--- src/rtl/clk_div_bank.sv ---
// Bank of NCH programmable clock-enable dividers. Each channel emits a one-cycle
// tick and a toggle/pulse wave; divisor and mode changes are applied only at period boundaries.
module clk_div_bank #(
  parameter int NCH = 3,
  parameter int CW  = 16,
  parameter int CHW = 2
) (
  input  logic           clk,
  input  logic           reset_n,
  input  logic           enable,
  input  logic [NCH-1:0] ch_en,
  input  logic           sync,
  input  logic           cfg_we,
  input  logic [CHW-1:0] cfg_ch,
  input  logic [CW-1:0]  cfg_div,
  input  logic           cfg_mode,
  output logic [NCH-1:0] tick,
  output logic [NCH-1:0] wave,
  output logic [NCH-1:0] active
);

  for (genvar g = 0; g < NCH; g++) begin : g_ch
    logic [CW-1:0] count;
    logic [CW-1:0] div_a;
    logic [CW-1:0] div_s;
    logic          mode_a;
    logic          mode_s;
    logic          pending;
    logic          tick_p1;
    logic          wave_p1;
    logic          running;
    logic          terminal;
    logic          wr;
    logic          apply;

    assign running  = enable & ch_en[g] & (div_a != '0);
    assign terminal = running & (count == div_a);
    // Indices at or above NCH match no channel, so such writes fall away here.
    assign wr       = cfg_we & (cfg_ch == CHW'(g));
    // A write landing in the same cycle defers the apply so the new shadow is not lost.
    assign apply    = pending & ~wr & (sync | terminal | ~running);

    // Stage p1: registered counter, strobe and waveform
    always_ff @(posedge clk or negedge reset_n) begin
      if (!reset_n) begin
        count   <= '0;
        div_a   <= '0;
        div_s   <= '0;
        mode_a  <= 1'b0;
        mode_s  <= 1'b0;
        pending <= 1'b0;
        tick_p1 <= 1'b0;
        wave_p1 <= 1'b0;
      end else begin
        if (sync) begin
          count   <= '0;
          tick_p1 <= 1'b0;
          wave_p1 <= 1'b0;
        end else if (terminal) begin
          count   <= '0;
          tick_p1 <= 1'b1;
          wave_p1 <= mode_a ? 1'b1 : ~wave_p1;
        end else if (running) begin
          count   <= count + CW'(1);
          tick_p1 <= 1'b0;
          if (mode_a) wave_p1 <= 1'b0;
        end else begin
          tick_p1 <= 1'b0;
          if (mode_a || (div_a == '0)) wave_p1 <= 1'b0;
          if (div_a == '0) count <= '0;
        end

        if (apply) begin
          div_a  <= div_s;
          mode_a <= mode_s;
          if (!running) count <= '0;
        end

        if (wr) begin
          div_s   <= cfg_div;
          mode_s  <= cfg_mode;
          pending <= 1'b1;
        end else if (apply) begin
          pending <= 1'b0;
        end
      end
    end

    assign tick[g]   = tick_p1;
    assign wave[g]   = wave_p1;
    assign active[g] = running;
  end

endmodule

--- config.mk ---
export PLATFORM = sky130hd
export DESIGN_NAME = clk_div_bank
export DESIGN_NICKNAME = d
export VERILOG_FILES = /design/src/rtl/clk_div_bank.sv
export SDC_FILE = /design/constraint.sdc
export NUM_CORES = 1
export LEC_CHECK = 0
export BUFFER_PORTS_ARGS = -buffer_cell sky130_fd_sc_hd__buf_2
export CAP_MARGIN = 20
export CORE_ASPECT_RATIO = 0.8
export CORE_UTILIZATION = 30
export CTS_CLUSTER_SIZE = 24
export DETAILED_ROUTE_END_ITERATION = 8
export PLACE_DENSITY = 0.56
export SETUP_SLACK_MARGIN = 0.15
export SYNTH_ARGS = -nofsm -noshare
export SYNTH_HDL_FRONTEND = slang
export SYNTH_SLANG_ARGS = --single-unit
--- constraint.sdc ---
create_clock -name clk -period 2.25 [get_ports clk]
set_input_delay 0.225 -clock clk [delete_from_list [all_inputs] [get_ports clk]]
set_output_delay 0.225 -clock clk [all_outputs]
set_load 0.02 [all_outputs]
==> summary.txt, run 1 <==
Outcome
  – Status: finished, final reports clean

Logic synthesis
  – Post-synth ARST share: 1.000
  – Cell area after synthesis: 7433 µm²
  – Yosys top cell area share: 0.5353
  – Count leader, synth: dfrtp_1
  – Post-synthesis xor/xnor area fraction: 0.1037
  – Mean Syn Cell Area: 12.35 µm²
  – Main synth FF type: dfrtp_1
  – Synthesized flop and latch total: 159
  – Synth Area in Compound Gates: 0.02828
  – Simple-gate share of the synthesized area: 0.1409
  – Ranking of synthesized cells by area: dfrtp_1 54%, mux2_2 11%, xor2_1 9.2%
  – Most frequent cells after synthesis: 159 x dfrtp_1, 78 x xor2_1, 72 x mux2_2, 54 x nor2_1, 33 x nand2_1
  – Post-synthesis cell type count: 43
  – EDFF count, synth: 0
  – Synth warnings: 0
  – Seq/Total Area, Yosys: 0.5353
  – Post-synthesis mux area share: 0.1596
  – Combinational family with the most area after synthesis: multiplexers
  – Cells after synthesis: 602
  – Synth Area in Adders: 0.005050
  – Synth area leader: dfrtp_1
  – Syn_nets: 632

Finish
  – ANT cells: 0
  – Fillers: 2367
  – Final core utilization: 0.3587
  – Area occupied by multi-input gates: 3296 µm²
  – Layout Nets: 689
  – Area Overhead vs Synth: 17.32%
  – Layout cells sized above 1: 0.3006
  – Register area: 3979 µm²

Routing
  – Final wirelength: 15900 µm
  – Wirelength per Cell: 16.06 µm
  – Vias: 4562
  – Via-to-Cell Ratio: 4.608
  – DRT antenna net count: 0
  – Initial DRC Count: 347
  – DR DRC count: 0
  – First drt pass iteration count: 4

Power and ir drop
  – Static leakage: 0.003864 µW
  – Int Power: 5610 µW
  – Net Sw Power: 2333 µW
  – Total power: 7943 µW
  – Combinational group share of total power: 0.152
  – PD cells: 910.8 nW/µm²
  – Sequential Power Share: 0.497
  – Max VDD drop: 0.6355 mV
  – Switch share: 0.2937
  – Clock share of power: 0.351

CTS
  – CTS root buffer: clkbuf_16
  – Post-CTS Setup Bufs: 0
  – CTS tree: built
  – Num CTS Buffers: 17
  – CTS H-tree depth: 4
  – Worst skew pair latency: 0.43 ns
  – CTS sink count: 159
  – Worst-path clk slew: 0.07 ns
  – Clk buf depth: 2

Worst setup path
  – Reg2Reg Setup Slack: 0.24 ns
  – Critical Path Max Stage Delay: 0.44 ns
  – Worst Path Arrival: 2.32 ns
  – Worst endpoint required time: 2.56 ns
  – Crit path launch type: register
  – Slowest CP cell: dfrtp_1
  – CP max FO: 17
  – Reg2reg path depth: 6
  – Crit-path cells: xor2_1 -> nor4_1 -> nand4_2 -> a21oi_4 -> buf_12 -> mux2_2
  – Worst Setup End Kind: register
  – Crit Path Class: register to register

Placed design
  – DP Wirelength: 11630 µm
  – I/O Buffers: 35
  – Gpl congestion: 0.7952

Timing
  – F_max: 496.7 MHz
  – Worst-Margin Slew: 0.4980 ns
  – Final worst path period need: 2.013 ns
  – Crit share post-route: 0.8947
  – Final setup skew: 0.01281 ns
  – Setup total negative slack: 0 ns
  – Slew headroom: 0.6655
  – RSZ-0062 raised after global routing: false
  – Setup Viol. Count Final: 0
  – Hold Vio Cnt, Final: 0
  – Fin. max-slew vios: 0

Flow run
  – Max_cap viols: 0

GRT
  – Met3 usage: 0.03248
  – Initial antenna violation count: 0
  – GRT Resource Usage Total: 0.1392
  – Met2 Resource Use GR: 0.1866
  – Vias in the first global route: 4618
  – Gr ovfl total: 0
  – First-pass GRT wire length: 26620 µm
  – Met1 Resource Use GR: 0.2157
  – Pin count of the biggest net entering global routing: 65
  – GR peak layer: met1

Floorplanning
  – CORE AREA: 24310 µm²
  – Initial Utilization: 0.3057
  – Die height: 142.8 µm
  – Rows: 51
  – I/O pin count: 36
  – Die Area: 25420 µm²
  – Die W: 178.0 µm

Hold path
  – Min-Delay Path Depth: 2
  – Worst min-delay path class: input port to register
-- layout make-up --
class,count,area share
multi-input cells,413,0.3779
clock buffers,19,0.05194
inverters,5,0.002152
repair buffers,63,0.05237
flip-flops and latches,159,0.4562
clock inverters,13,0.01377
well taps,318,0.04562
-- critical path, delay by kind of cell, from the launching register on --
kind / cells / cell delay [ns]
compound gates: 1 / 0.18
xor+xnor: 1 / 0.18
buf+inv: 1 / 0.17
flops: 1 / 0.44
mux: 1 / 0.35
simple gates: 2 / 0.55
-- cells by family after synthesis --
logic type / Yosys count
multiplexers: 102
buffers and inverters: 30
adder cells (fa/ha/maj): 3
AND/OR/NAND/NOR: 193
XOR/XNOR: 88
AO/OA/AOI/OAI: 27
flip-flops: 159
-- final timing paths --
kind	start	to
min in group asynchronous	reset_n	g_ch[2].wave_p1
hold / removal	cfg_div[9]	g_ch[0].div_s[9]
hold reg to reg	g_ch[0].div_s[6]	g_ch[0].div_a[6]
setup reg to reg	g_ch[0].div_a[9]	g_ch[0].div_a[4]
max in group asynchronous	reset_n	g_ch[2].div_s[10]
setup / recovery	g_ch[0].div_a[9]	g_ch[0].div_a[4]
-- state kept, by name (all words and copies together) (netlist names) --
name	flops
g_ch.tick_p1	3
g_ch.div_a	48
g_ch.div_s	48
g_ch.wave_p1	3
g_ch.count	48
g_ch.mode_a	3
g_ch.pending	3
g_ch.mode_s	3
-- repair_timing --
item	4_1_cts	5_1_grt
hold buffers	1	0
endpoints found under the setup margin	13	46
endpoints found under the hold margin	83	0
gates resized for setup	1	6
-- layout by cell type (no fill, tap or decap), types with 17 or more instances in the layout --
cell and n:
nand3_1 24, clkbuf_16 17, xor2_1 78, nand2_1 33, buf_4 22, dfrtp_1 159
mux2_1 20, mux2_2 72, nor2_1 54, buf_2 34
-- power by group through the flow --
stage / clock [µW] / combinational, µW / sequential (µW)
final: 2790 / 1210 / 3950
after global routing: 3010 / 1340 / 4020
after CTS: 2880 / 1220 / 3910
after detailed placement: 0 / 1200 / 3960
after global placement: 0 / 1190 / 3960
after floorplan: 0 / 945 / 3750
-- stage by stage --
stage	instances	hold WS, ns	setup slack (ns)	cell area, µm²
2_1_floorplan	602	-0.07059	0.2510	7433
6_report	990	0.07353	0.2369	8721
3_3_place_gp	957	0.1043	0.1745	8099
3_5_place_dp	957	0.1010	0.1585	8099
5_1_grt	990	0.05761	0.1422	8721
4_1_cts	990	0.05905	0.1597	8688
-- per-layer routing --
layer	routed length (µm)	vias to the layer above
li1	-	2216
met1	8754	2272
met2	6466	62
met3	508	12
met4	170	0
met5	0	-
No activity file was read; power rests on OpenSTA's default activity.
==> inputs of run 2 (changes only) <==
- CELL_PAD_IN_SITES_DETAIL_PLACEMENT: default -> 1
- CELL_PAD_IN_SITES_GLOBAL_PLACEMENT: default -> 1
- GPL_ROUTABILITY_DRIVEN: default -> 0
- PLACE_DENSITY: 0.56 -> 0.63
==> run 2 against run 1 <==
Net effect: global-route usage up 1.5 points; wire length up 15%; critical path depth unchanged; register-to-register slack worse by 0.07 ns; count of clock-buffer cells in the layout down 1; maximum frequency down 3.6%; sequential power about the same; die area unchanged; core utilization up 0.22 points; largest cell class unchanged; via count up 4.1%.
==> summary.txt, run 2 (synthesized netlist as in run 1, its figures left out) <==
Outcome
  – Status: finished, final reports clean

Routing
  – Vias: 4747 (+4.1%)
  – First drt pass iteration count: 4 (unchanged)
  – DRT antenna net count: 0 (unchanged)
  – DR DRC count: 0 (unchanged)
  – Final wirelength: 18280 µm (+15%)
  – Initial DRC Count: 201 (-42%)
  – Wirelength per Cell: 18.46 µm (+15%)
  – Via-to-Cell Ratio: 4.795 (+4.1%)

Worst setup path
  – CP max FO: 17 (unchanged)
  – Crit path launch type: register
  – Worst endpoint required time: 2.56 ns (about the same)
  – Buf+Inv Stages, Crit Path: 1 (unchanged)
  – Worst Path Arrival: 2.40 ns (+0.08 ns)
  – Worst Setup End Kind: register
  – Crit Path Class: register to register
  – Crit-path cells: xor2_1 -> nor4_2 -> nand4_2 -> a21oi_4 -> buf_12 -> mux2_2
  – Slowest CP cell: dfrtp_1
  – Critical Path Max Stage Delay: 0.44 ns (about the same)
  – Top cell family by delay on the critical path: simple AND/OR/NAND/NOR gates

Timing
  – Hold slack: 0.06465 ns (-0.008876 ns)
  – Final setup skew: 0.007462 ns (-0.005347 ns)
  – RSZ-0062 raised after global routing: true
  – F_max: 478.9 MHz (-3.6%)
  – Fin. max-slew vios: 0 (unchanged)
  – Crit share post-route: 0.9280 (+0.03325)
  – Setup total negative slack: 0 ns (unchanged)
  – Hold Vio Cnt, Final: 0 (unchanged)
  – Final worst path period need: 2.088 ns (+0.07482 ns)
  – Setup Viol. Count Final: 0 (unchanged)
  – Slew headroom: 0.5250 (-0.1405)
  – Worst-Margin Slew: 0.7060 ns (+0.2080 ns)

Power and ir drop
  – Static leakage: 0.003869 µW (+0.13%)
  – Max VDD drop: 0.5307 mV (-16%)
  – PD cells: 941.1 nW/µm² (+3.3%)
  – Total power: 8258 µW (+4.0%)

Floorplanning
  – Die height: 142.8 µm (unchanged)
  – CORE AREA: 24310 µm² (unchanged)
  – Rows: 51 (unchanged)
  – I/O pin count: 36 (unchanged)
  – Die W: 178.0 µm (unchanged)
  – Initial Utilization: 0.3057 (unchanged)
  – Die Area: 25420 µm² (unchanged)

CTS
  – CTS H-tree depth: 4 (unchanged)
  – CTS root buffer: clkbuf_16
  – Worst-path clk slew: 0.07 ns (about the same)
  – CTS sink count: 159 (unchanged)
  – Worst skew pair latency: 0.43 ns (about the same)
  – Clk buf depth: 2 (unchanged)
  – Num CTS Buffers: 17 (unchanged)
  – CTS tree: built

Hold path
  – Worst min-delay path class: input port to register

Finish
  – Layout Nets: 688 (-0.15%)
  – Commonest cells after routing, fill and taps aside: 157 x dfrtp_1, 78 x xor2_1, 72 x mux2_2
  – Most common cell after layout, fill and taps aside: dfrtp_1
  – Fin cells: 990 (unchanged)
  – Layout cells sized above 1: 0.3045 (+0.003882)
  – Top Registers: g_ch.count (48), g_ch.div_a (48), g_ch.div_s (48)
  – Area Overhead vs Synth: 18.04%

GRT
  – First-pass GRT wire length: 29630 µm (+11%)
  – Initial antenna violation count: 3 (+3)
  – GRT Resource Usage Total: 0.1538 (+0.01453)
  – Gr ovfl total: 0 (unchanged)
  – Vias in the first global route: 5239 (+13%)
  – Pin count of the biggest net entering global routing: 61 (-6.2%)

Placed design
  – DP Wirelength: 13670 µm (+17%)
  – I/O Buffers: 35 (unchanged)
  – Post-Place Cells: 954 (-0.31%)

Flow run
  – Max_cap viols: 0 (unchanged)
[run 2: cell types whose count changed in the layout (fill, tap and decap cells not counted)]
cell / delta
buf_4: -1
dfrtp_1: -2
diode_2: +2
nor4_1: -3
clkbuf_1: +1
inv_8: -2
nor4_2: +3
clkbuf_8: -2
bufinv_16: +3
dfrtp_2: +2
clkinv_4: -1
[run 2: final timing paths]
kind,startpoint,end,slack [ns],depth (start not counted)
setup / recovery,g_ch[0].div_a[9],g_ch[0].div_a[15],0.16,6
hold / removal,cfg_div[14],g_ch[2].div_s[14],0.06,2
setup reg to reg,g_ch[0].div_a[9],g_ch[0].div_a[15],0.16,6
hold reg to reg,g_ch[0].div_s[5],g_ch[0].div_a[5],0.49,1
max in group asynchronous,reset_n,g_ch[0].div_a[14],1.19,3
min in group asynchronous,reset_n,g_ch[2].tick_p1,0.34,2
[run 2: per-layer routing]
layer  vias up  track usage  wire length, µm  share of wire
met2        66       0.2314             8249           0.45
met1      2465       0.2189             9104           0.50
met4         0      0.04004              242          0.013
li1       2200            -                -              -
met5         -            0                0              0
met3        16      0.03834              683          0.037
[run 2: where the power goes]
group / switching [µW] / internal (µW)
clock network: 1250 / 1770
logic: 576 / 711
registers: 559 / 3390
total: 2390 / 5870
[run 2: repair_timing]
item / in CTS / in global routing
pin swaps: 0 / 4
hold buffers: 1 / 0
gates resized for setup: 4 / 8
endpoints found under the hold margin: 56 / 0
buffers inserted: 0 / 2
setup endpoints to repair: 18 / 72
[run 2: layout make-up]
| type | count | area, µm² |
|---|---|---|
| fill | 2595 | 15540 |
| sequential | 159 | 3981 |
| multi-input combinational | 413 | 3314 |
| timing repair buffer | 62 | 449.2 |
| clock buffer | 18 | 429.2 |
| tap | 318 | 397.9 |
| clock inverter | 13 | 178.9 |
| inverter | 5 | 18.77 |
| antenna | 2 | 5.005 |
[run 2: through the flow]
step | worst slack, ns | area (µm²) | util
after CTS | 0.1509 | 8720 | 0.3587
after global routing | 0.07317 | 8772 | 0.3608
after detailed placement | 0.1094 | 8077 | 0.3322
after global placement | 0.1325 | 8077 | 0.3322
final | 0.1621 | 8775 | 0.3609
after floorplan | 0.2510 | 7433 | -
[run 2: worst register-to-register path: stages, from the launching register on]
cell     delay, ns
dfrtp_1       0.44
xor2_1        0.21
nor4_2        0.38
nand4_2       0.23
a21oi_4       0.20
buf_12        0.17
mux2_2        0.35
==> inputs of run 3 (changes only) <==
- BUFFER_PORTS_ARGS: -buffer_cell sky130_fd_sc_hd__buf_2 -> -buffer_cell sky130_fd_sc_hd__clkbuf_2
- SKIP_LAST_GASP: default -> 1
==> run 3 against run 2 <==
Net effect: count of clock-buffer cells in the layout is 1 higher; via count is 0.32% lower; maximum frequency is 1.7% higher; non-clock buffer count stayed put; critical path type unchanged; largest cell class unchanged.
==> summary.txt, run 3 (synthesized netlist as in run 1, its figures left out) <==
GRT
  – First-pass GRT wire length: 29370 µm (-0.88%)
  – Vias in the first global route: 5212 (-0.52%)
  – Pin count of the biggest net entering global routing: 60 (-1.6%)
  – GRT Resource Usage Total: 0.1523 (-0.001427)
  – Gr ovfl total: 0 (unchanged)
  – Initial antenna violation count: 0 (-3)

Power and ir drop
  – PD cells: 925.0 nW/µm² (-1.7%)
  – Static leakage: 0.003862 µW (-0.17%)
  – Max VDD drop: 0.5232 mV (-1.4%)

Finish
  – Final core utilization: 0.3596 (-0.001286)
  – Fillers: 2618 (+0.89%)
  – Commonest cells after routing, fill and taps aside: 157 x dfrtp_1, 78 x xor2_1, 72 x mux2_2
  – Area occupied by multi-input gates: 3338 µm² (+0.72%)
  – Layout Nets: 688 (unchanged)
  – Layout cells sized above 1: 0.3054 (+0.0009116)
  – Register area: 3981 µm² (unchanged)
  – Area Overhead vs Synth: 17.62%
  – ANT cells: 0 (-2)
  – Top Registers: g_ch.count (48), g_ch.div_a (48), g_ch.div_s (48)
  – Most common cell after layout, fill and taps aside: dfrtp_1

Hold path
  – Min-Delay Path Depth: 2 (unchanged)
  – Worst min-delay path class: input port to register

Worst setup path
  – Reg2reg path depth: 6 (unchanged)
  – Worst Path Arrival: 2.36 ns (-0.04 ns)
  – Crit path launch type: register
  – Worst Setup End Kind: register
  – Crit Path Class: register to register
  – CP max FO: 17 (unchanged)
  – Worst endpoint required time: 2.55 ns (about the same)

Routing
  – DR DRC count: 0 (unchanged)
  – Vias: 4732 (-0.32%)
  – Wirelength per Cell: 18.19 µm (-1.5%)
  – Initial DRC Count: 205 (+2.0%)
  – First drt pass iteration count: 4 (unchanged)
  – DRT antenna net count: 0 (unchanged)
  – Final wirelength: 17930 µm (-1.9%)
  – Via-to-Cell Ratio: 4.799 (about the same)

Timing
  – RSZ-0062 raised after global routing: true
  – F_max: 486.9 MHz (+1.7%)
  – Hold Vio Cnt, Final: 0 (unchanged)
  – Slew headroom: 0.6012 (+0.07619)
  – Final setup skew: 0.01151 ns (+0.004046 ns)
  – Final worst path period need: 2.054 ns (-0.03416 ns)
  – Fin. max-slew vios: 0 (unchanged)
  – Crit share post-route: 0.9128 (-0.01518)
  – Setup total negative slack: 0 ns (unchanged)
  – Final WS setup: 0.1962 ns (+0.03416 ns)
  – Setup Viol. Count Final: 0 (unchanged)
  – Worst-Margin Slew: 0.5937 ns (-0.1123 ns)

CTS
  – Num CTS Buffers: 17 (unchanged)
  – Worst-path clk slew: 0.06 ns (about the same)
  – CTS tree: built
  – Worst skew pair latency: 0.42 ns (about the same)
  – Clk buf depth: 2 (unchanged)
  – CTS root buffer: clkbuf_16
  – CTS H-tree depth: 4 (unchanged)
  – CTS sink count: 159 (unchanged)

Placed design
  – Setup WS pre-CTS: 0.04017 ns (-0.06926 ns)
  – I/O Buffers: 35 (unchanged)
  – DP Wirelength: 13440 µm (-1.6%)

Floorplanning
  – Die height: 142.8 µm (unchanged)
  – Die Area: 25420 µm² (unchanged)
  – I/O pin count: 36 (unchanged)
  – CORE AREA: 24310 µm² (unchanged)
  – Initial Utilization: 0.3057 (unchanged)
  – Rows: 51 (unchanged)
  – Die W: 178.0 µm (unchanged)

Flow run
  – Max_cap viols: 0 (unchanged)

Outcome
  – Status: finished, final reports clean
==> run 3: cell types whose count changed in the layout (fill, tap and decap cells not counted), sizes merged <==
| cell | delta |
|---|---|
| bufinv | -1 |
| clkinvlp | -2 |
| diode | -2 |
| buf | -34 |
| inv | -3 |
| clkbuf | +35 |
| clkinv | +3 |
==> run 3: final timing paths <==
check	slack, ns	start	to
worst max-delay path	0.20	g_ch[2].div_a[9]	g_ch[2].div_a[7]
worst min-delay path	0.08	cfg_div[13]	g_ch[2].div_s[13]
worst max register to register	0.20	g_ch[2].div_a[9]	g_ch[2].div_a[7]
worst min register to register	0.49	g_ch[1].div_s[7]	g_ch[1].div_a[7]
max in group asynchronous	1.17	reset_n	g_ch[1].count[12]
min in group asynchronous	0.36	reset_n	g_ch[2].mode_s
==> run 3: per-layer routing <==
| layer | part of all wire | vias to the layer above | track usage | wire length (µm) |
|---|---|---|---|---|
| met5 | 0 | - | 0 | 0 |
| li1 | - | 2208 | - | - |
| met1 | 0.50 | 2457 | 0.2141 | 8932 |
| met4 | 0.0059 | 0 | 0.03734 | 106 |
| met3 | 0.037 | 7 | 0.03754 | 659 |
| met2 | 0.46 | 60 | 0.2337 | 8235 |
==> run 3: power by group <==
| group | switching, µW | internal, µW | total, µW |
|---|---|---|---|
| clock | 1150 | 1670 | 2820 |
| combinational | 561 | 718 | 1280 |
| sequential | 590 | 3400 | 3990 |
| total | 2300 | 5790 | 8090 |
==> run 3: metrics by stage <==
| step | hold WS [ns] | instances | total power (µW) | instance area, µm² |
|---|---|---|---|---|
| global route | 0.07268 | 986 | 8466 | 8743 |
| CTS | 0.06700 | 986 | 8113 | 8681 |
| floorplan | -0.07059 | 602 | 4695 | 7433 |
| detailed placement | 0.2336 | 955 | 5210 | 8071 |
| finish | 0.07951 | 986 | 8088 | 8743 |
| global placement | 0.2208 | 955 | 5119 | 8071 |
==> run 3: area by class of cell <==
| class | count | share of cell area |
|---|---|---|
| flip-flops and latches | 159 | 0.4554 |
| multi-input cells | 413 | 0.3818 |
| clock buffers | 19 | 0.05180 |
| repair buffers | 62 | 0.05037 |
| well taps | 318 | 0.04551 |
| clock inverters | 10 | 0.01302 |
| inverters | 5 | 0.002147 |
==> run 3: critical path, cell delays in order, from the launching register on <==
cell and delay (ns):
dfrtp_1 0.43, nor4_1 0.34, and4_2 0.33, nor3_1 0.11
a21oi_4 0.19, buf_12 0.18, mux2_2 0.35
==> run 3: timing repair <==
action	in CTS	in global routing
endpoints found under the setup margin	25	84
gates cloned	0	0
pin swaps	1	5
endpoints found under the hold margin	55	0
hold buffers	1	0
gates resized for setup	4	12
setup buffers	1	0
